--- config.mk ---
export PLATFORM = sky130hd
export DESIGN_NAME = sync_monitor_array
export DESIGN_NICKNAME = d
export VERILOG_FILES = /design/src/rtl/sync_monitor_array.sv
export SDC_FILE = /design/constraint.sdc
export NUM_CORES = 1
export LEC_CHECK = 0
export BUFFER_PORTS_ARGS = -buffer_cell sky130_fd_sc_hd__buf_2
export CAP_MARGIN = 20
export CORE_MARGIN = 1.5
export CORE_UTILIZATION = 55
export CTS_CLUSTER_SIZE = 16
export DETAILED_ROUTE_END_ITERATION = 7
export PLACE_DENSITY_LB_ADDON = 0.08
export SLEW_MARGIN = 20
export SYNTH_ARGS = -nofsm -noshare
export SYNTH_HDL_FRONTEND = slang
export SYNTH_SLANG_ARGS = --single-unit
export TNS_END_PERCENT = 1
--- constraint.sdc ---
create_clock -name clk -period 6.5 [get_ports clk]
set_clock_uncertainty 0.15 [all_clocks]
set_input_delay 1.3 -clock clk [delete_from_list [all_inputs] [get_ports clk]]
set_output_delay 1.3 -clock clk [all_outputs]
set_load 0.005 [all_outputs]
--- src/rtl/sync_monitor_array.sv ---
`default_nettype none
// ============================================================================
// sync_monitor_array : multi-channel input synchroniser with selectable depth,
//                      edge/runt activity counters and a request/valid read port.
// Optional macro SYNC_MON_CLR_ON_READ_EN : reading a counter also clears it.
// Revision : 1.0
// ============================================================================
module sync_monitor_array #(
  parameter int CHANNELS   = 4,
  parameter int MAX_STAGES = 4,
  parameter int CNT_W      = 8,
  parameter int SEL_W      = 2
) (
  input  logic                clk,
  input  logic                rst,
  input  logic [CHANNELS-1:0] async_in,
  input  logic [SEL_W-1:0]    stage_sel,
  output logic [CHANNELS-1:0] sync_out,
  output logic [CHANNELS-1:0] rise_pulse,
  output logic [CHANNELS-1:0] fall_pulse,
  input  logic                rd_req,
  input  logic [2:0]          rd_chan,
  input  logic                rd_sel,
  output logic                rd_valid,
  output logic [CNT_W-1:0]    rd_data
);

  localparam logic [SEL_W-1:0] MAX_SEL = SEL_W'(MAX_STAGES - 1);
  localparam logic [CNT_W-1:0] CNT_MAX = '1;

  logic [SEL_W-1:0] eff_sel;
  logic [CNT_W-1:0] edge_cnt [CHANNELS];
  logic [CNT_W-1:0] runt_cnt [CHANNELS];
  logic [CNT_W-1:0] rd_mux;

  assign eff_sel = (stage_sel > MAX_SEL) ? MAX_SEL : stage_sel;

  for (genvar c = 0; c < CHANNELS; c++) begin : g_chan
    logic [MAX_STAGES-1:0] chain;
    logic                  tap;
    logic                  h1;
    logic                  h2;
    logic                  edge_inc;
    logic                  runt_inc;
    logic                  edge_clr;
    logic                  runt_clr;
    logic [CNT_W-1:0]      edge_q;
    logic [CNT_W-1:0]      runt_q;

    always_ff @(posedge clk or posedge rst) begin
      if (rst) chain <= '0;
      else     chain <= {chain[MAX_STAGES-2:0], async_in[c]};
    end

    // Tap is a plain mux off the chain flops; a depth change takes effect at once.
    always_comb begin
      tap = 1'b0;
      for (int i = 0; i < MAX_STAGES; i++)
        if (eff_sel == SEL_W'(i)) tap = chain[i];
    end

    assign sync_out[c]   = tap;
    assign rise_pulse[c] = tap & ~h1;
    assign fall_pulse[c] = ~tap & h1;
    assign edge_inc      = tap ^ h1;
    assign runt_inc      = edge_inc & (h1 ^ h2);

`ifdef SYNC_MON_CLR_ON_READ_EN
    assign edge_clr = rd_req & (rd_chan == 3'(c)) & ~rd_sel;
    assign runt_clr = rd_req & (rd_chan == 3'(c)) & rd_sel;
`else
    assign edge_clr = 1'b0;
    assign runt_clr = 1'b0;
`endif

    // A clear that coincides with an increment leaves the counter at 1.
    always_ff @(posedge clk or posedge rst) begin
      if (rst) begin
        h1     <= 1'b0;
        h2     <= 1'b0;
        edge_q <= '0;
        runt_q <= '0;
      end else begin
        h1 <= tap;
        h2 <= h1;
        if (edge_clr)
          edge_q <= CNT_W'(edge_inc);
        else if (edge_inc && edge_q != CNT_MAX)
          edge_q <= edge_q + 1'b1;
        if (runt_clr)
          runt_q <= CNT_W'(runt_inc);
        else if (runt_inc && runt_q != CNT_MAX)
          runt_q <= runt_q + 1'b1;
      end
    end

    assign edge_cnt[c] = edge_q;
    assign runt_cnt[c] = runt_q;
  end

  always_comb begin
    rd_mux = '0;
    for (int c = 0; c < CHANNELS; c++)
      if (rd_chan == 3'(c)) rd_mux = rd_sel ? runt_cnt[c] : edge_cnt[c];
  end

  always_ff @(posedge clk or posedge rst) begin
    if (rst) begin
      rd_valid <= 1'b0;
      rd_data  <= '0;
    end else begin
      rd_valid <= rd_req;
      if (rd_req) rd_data <= rd_mux;
    end
  end

endmodule
`default_nettype wire

After elaboration in Yosys (flattened, before gate mapping)
Cells that the tools add are included.
{ "totals": {"reg_bits": 97, "in_bits": 13, "output_inout_bits": 21, "wordCells": 108} }
{ "classes": {"addsub": 8, "magnitude_cmp": 1, "n_eq_ne": 14, "muxes": 25, "n_bitwise": 28, "reduce_logical": 10} }
{ "op_table": {"columns": ["op", "count"], "rows": [
  ["$add A8 B1 Y8 const B", 8],
  ["$mux W8", 8],
  ["$ne A8 B8 Y1 const B", 8],
  ["$mux W1", 16],
  ["$and A1 B1 Y1", 12],
  ["$logic_and A1 B1 Y1", 8],
  ["$not A1 Y1", 8],
  ["$xor A1 B1 Y1", 8],
  ["$eq A3 B2 Y1 const B", 2],
  ["$eq A2 B2 Y1 const B", 2],
  ["$eq A3 B1 Y1 const B", 1],
  ["$logic_not A3 Y1", 1],
  ["$eq A2 B1 Y1 const B", 1],
  ["$gt A2 B2 Y1 const B", 1],
  ["$logic_not A2 Y1", 1],
  ["$mux W2", 1]
]} }

Logic depth before layout (Yosys ltp)
{ "logic_depth": {"word_depth": 10, "depth_mapped": 6, "depth_no_buf": 6} }

Least setup slack after synthesis
Ideal clock, no wire load.
{ "synth_timing": {"kind": "input-to-output", "start": "input port stage_sel[0]", "end": "output port fall_pulse[0]", "arrival_time_ps": 2019, "required_ps": 5050, "slack_ps": 3031, "path_stages": 3, "path_buffers": 0, "path_cell_list": "mux4_2 > inv_1 > ha_1"} }
{ "synth_between": {"elab_chain_cells": 9, "elab_cells_between_ends": 12, "classes_between": "order compare: 1; eq/ne: 3; mux: 5; bitwise: 2; reduce/logical: 1"} }
{ "synth_rtl": {"columns": ["item", "line", "source"], "rows": [
  ["start: declaration", "17", "input logic [SEL_W-1:0] stage_sel,"],
  ["$gt A2 B2 Y1", "36", "assign eff_sel = (stage_sel > MAX_SEL) ? MAX_SEL : stage_sel;"],
  ["$mux W2 *", "36", null],
  ["$logic_not A2 Y1", "59", "if (eff_sel == SEL_W'(i)) tap = chain[i];"],
  ["$mux W1 (3 in series)", "59", null],
  ["$mux W1 *", "59", null],
  ["$not A1 Y1 *", "64", "assign fall_pulse[c] = ~tap & h1;"],
  ["$and A1 B1 Y1 *", "64", null],
  ["end: declaration", "20", "output logic [CHANNELS-1:0] fall_pulse,"]
]} }
Mark *: on every way between the ends. The rest lies on a longest branch, timed or not.

Worst setup path in the final report
Same ends and word-level chain as after synthesis.

==> impl_metrics.toml <==
[sta]
finalSetupViolCount = 0
drv_slew = 0
worstMarginPinSlew_ps = 807
rsz0062_at_grt = "false"
setup_tns_ps = 0
max_slew_margin = 0.462
fin_crit_sh = 0.595
hold_violations = 0
post-route-min-period_ps = 3870
fmax_mhz = 259

[clock_tree]
clk_pin_slew_ps = 90
cts_made_buffers = 9
ctsHoldBuffers = 0
ctsResizeCount = 0
clk_latency_ps = 350
cts_setup_buffers = 0
h-tree-depth = 3
cts_sinks = 97
cts.path.max_buffers = 2
cts_tree = "done"
cts_root_buf = "clkbuf_8"

[setup_path]
startpoint_type = "input pin"
crit_chain = "buf_2 -> mux4_2 -> inv_1 -> ha_1 -> buf_2"
rr_worst_depth = 4
critical_path_depth = 5
critPathCaptureType = "primary output"
cp_max_fo = 4
required_ps = 5050
r2r_slack_ps = 4100
path_buf_inv = 3
cp_top_family = "multiplexers"
critPathArrivalTime_ps = 2420
reg2reg_to = "g_chan[0].runt_q[1]"
max_stage_delay_ps = 600
critPathKind = "input pin to primary output"
crit_slowest_cell = "mux4_2"
reg2reg_from = "g_chan[0].chain[0]"
path_common_cell = "buf_2"

[synthesis]
synthArstFlopShare = 1.00
synth_top_cell_by_area = "dfrtp_1"
syn_nets = 427
synth-edff-count = 0
synth_seq_area_share = 0.504
synth.most_common_cell = "dfrtp_1"
ys_top_cells_by_area = "dfrtp_1 50%, xnor2_1 6.4%, mux2_2 5.4%"
synth_cells = 398
syn_avg_cell_area_um2 = 12.1
synthTopCellsByCount = "97 x dfrtp_1, 35 x xnor2_1, 27 x nand2_1"
synthesis.area_um2 = 4810
yosys_warnings = 0
ys_ff_latch = 97
ys_types = 42
synth_top_cell_area_share = 0.504
synth_ff_type = "dfrtp_1"

[grt]
grt_pass1_vias = 2968
antenna_found_initial = 0
grt_max_degree = 53
grt_overflow = 0
grtUsageTotal = 0.210
grt_pass1_wl_um = 14700

[placement]
globalplace.congestion = 0.784
port_buffers = 33
dpl.hpwl_um = 6510

[floorplan]
io_pins = 34
dieArea_um2 = 9320
start_util = 0.577
core-area_um2 = 8340
die_y_um = 96.6
die_w_um = 96.6
rows = 33

[min_path]
min_to = "g_chan[3].chain[2]"
hold_class = "flop to flop"
worstHoldStart = "g_chan[3].chain[1]"
hold_path_depth = 0

[detailed_routing]
vias_per_cell = 5.63
drc_errors = 0
post_drt_wl_per_cell_um = 16.6
routed_wl_um = 8900
drtIter0Drc = 116
ant_nets = 0
drtPass1Iterations = 4
dr_total_vias = 3025

[finish]
fill_cells = 702
nets = 457
areaGrowthSynthToFinish_pct = 8.84
num_antenna_cells = 0
drive_gt1_frac = 0.220

[power]
ir_drop_v = 0.000228
total_power_uw = 1980
p_leak_uw = 0.00231
power_density_nw_per_um2 = 378

[flow_run]
max-cap-violations = 0

[status]
status = "finished, final reports clean"
==> layout make-up <==
| cell class | count | area [µm²] | share of cell area |
|---|---|---|---|
| sequential | 97 | 2430 | 0.463 |
| multi-input combinational | 274 | 2250 | 0.430 |
| timing repair buffer | 34 | 173 | 0.0330 |
| tap | 105 | 131 | 0.0251 |
| clock buffer | 9 | 124 | 0.0236 |
| clock inverter | 6 | 83.8 | 0.0160 |
| inverter | 12 | 47.5 | 0.00907 |
==> layout by cell type (no fill, tap or decap), types with 7 or more instances in the layout <==
| master | instances |
|---|---|
| dfrtp_1 | 97 |
| o21ai_1 | 7 |
| o21a_1 | 11 |
| a21oi_1 | 7 |
| xor2_1 | 15 |
| and3_1 | 14 |
| clkbuf_8 | 9 |
| inv_1 | 11 |
| nand2_1 | 27 |
| nor2_1 | 18 |
| xnor2_1 | 35 |
| ha_1 | 16 |
| nand4_1 | 10 |
| nand3_1 | 18 |
| mux2i_1 | 15 |
| mux2_2 | 23 |
| buf_2 | 33 |
| a31oi_1 | 14 |
==> cells by family after synthesis <==
logic type,count (synthesis),synth area share
simple gates,108,0.125
fa+ha+maj,16,0.0416
mux,44,0.111
buf+inv,27,0.0278
xor+xnor,50,0.0910
flops,97,0.504
compound gates,56,0.100
==> registers in the layout, indices dropped and copies added (netlist names) <==
| name | flops |
|---|---|
| g_chan.chain | 16 |
| g_chan.h2 | 4 |
| g_chan.edge_q | 32 |
| g_chan.runt_q | 32 |
| g_chan.h1 | 4 |
| rd_data | 8 |
| rd_valid | 1 |
==> metrics by stage <==
stage | std cells | worst slack (ps) | util | instance area, µm² | hold WS (ps)
floorplan | 398 | 2520 | - | 4810 | 199
global placement | 522 | 2630 | 0.603 | 5030 | 204
detailed placement | 522 | 2620 | 0.603 | 5030 | 209
CTS | 537 | 2620 | 0.628 | 5240 | 228
global route | 537 | 2560 | 0.628 | 5240 | 241
finish | 537 | 2630 | 0.628 | 5240 | 230
==> report_power, final <==
part	internal, µW	switching [µW]	leakage [µW]	total, µW
Clock	213	202	0.000109	415
Combinational	285	247	0.00102	532
Sequential	789	244	0.00119	1030
==> routing by layer <==
layer / share of wire / vias up / wire length [µm] / track usage
met5: 0 / - / 0 / 0
met4: 0.017 / 0 / 148 / 0.0737
met3: 0.027 / 13 / 237 / 0.0329
met2: 0.46 / 42 / 4080 / 0.322
met1: 0.50 / 1492 / 4440 / 0.304
li1: - / 1478 / - / -
==> worst max path at each step <==
| stage | slack [ps] | from | to |
|---|---|---|---|
| after floorplan | 2520 | rst | g_chan[0].chain[0] |
| after global placement | 2630 | stage_sel[0] | rise_pulse[0] |
| after detailed placement | 2620 | stage_sel[0] | rise_pulse[0] |
| after CTS | 2620 | stage_sel[0] | fall_pulse[0] |
| after global routing | 2560 | stage_sel[0] | fall_pulse[0] |
| final | 2630 | stage_sel[0] | fall_pulse[0] |
Note: power is estimated with default switching activity, not from simulation.
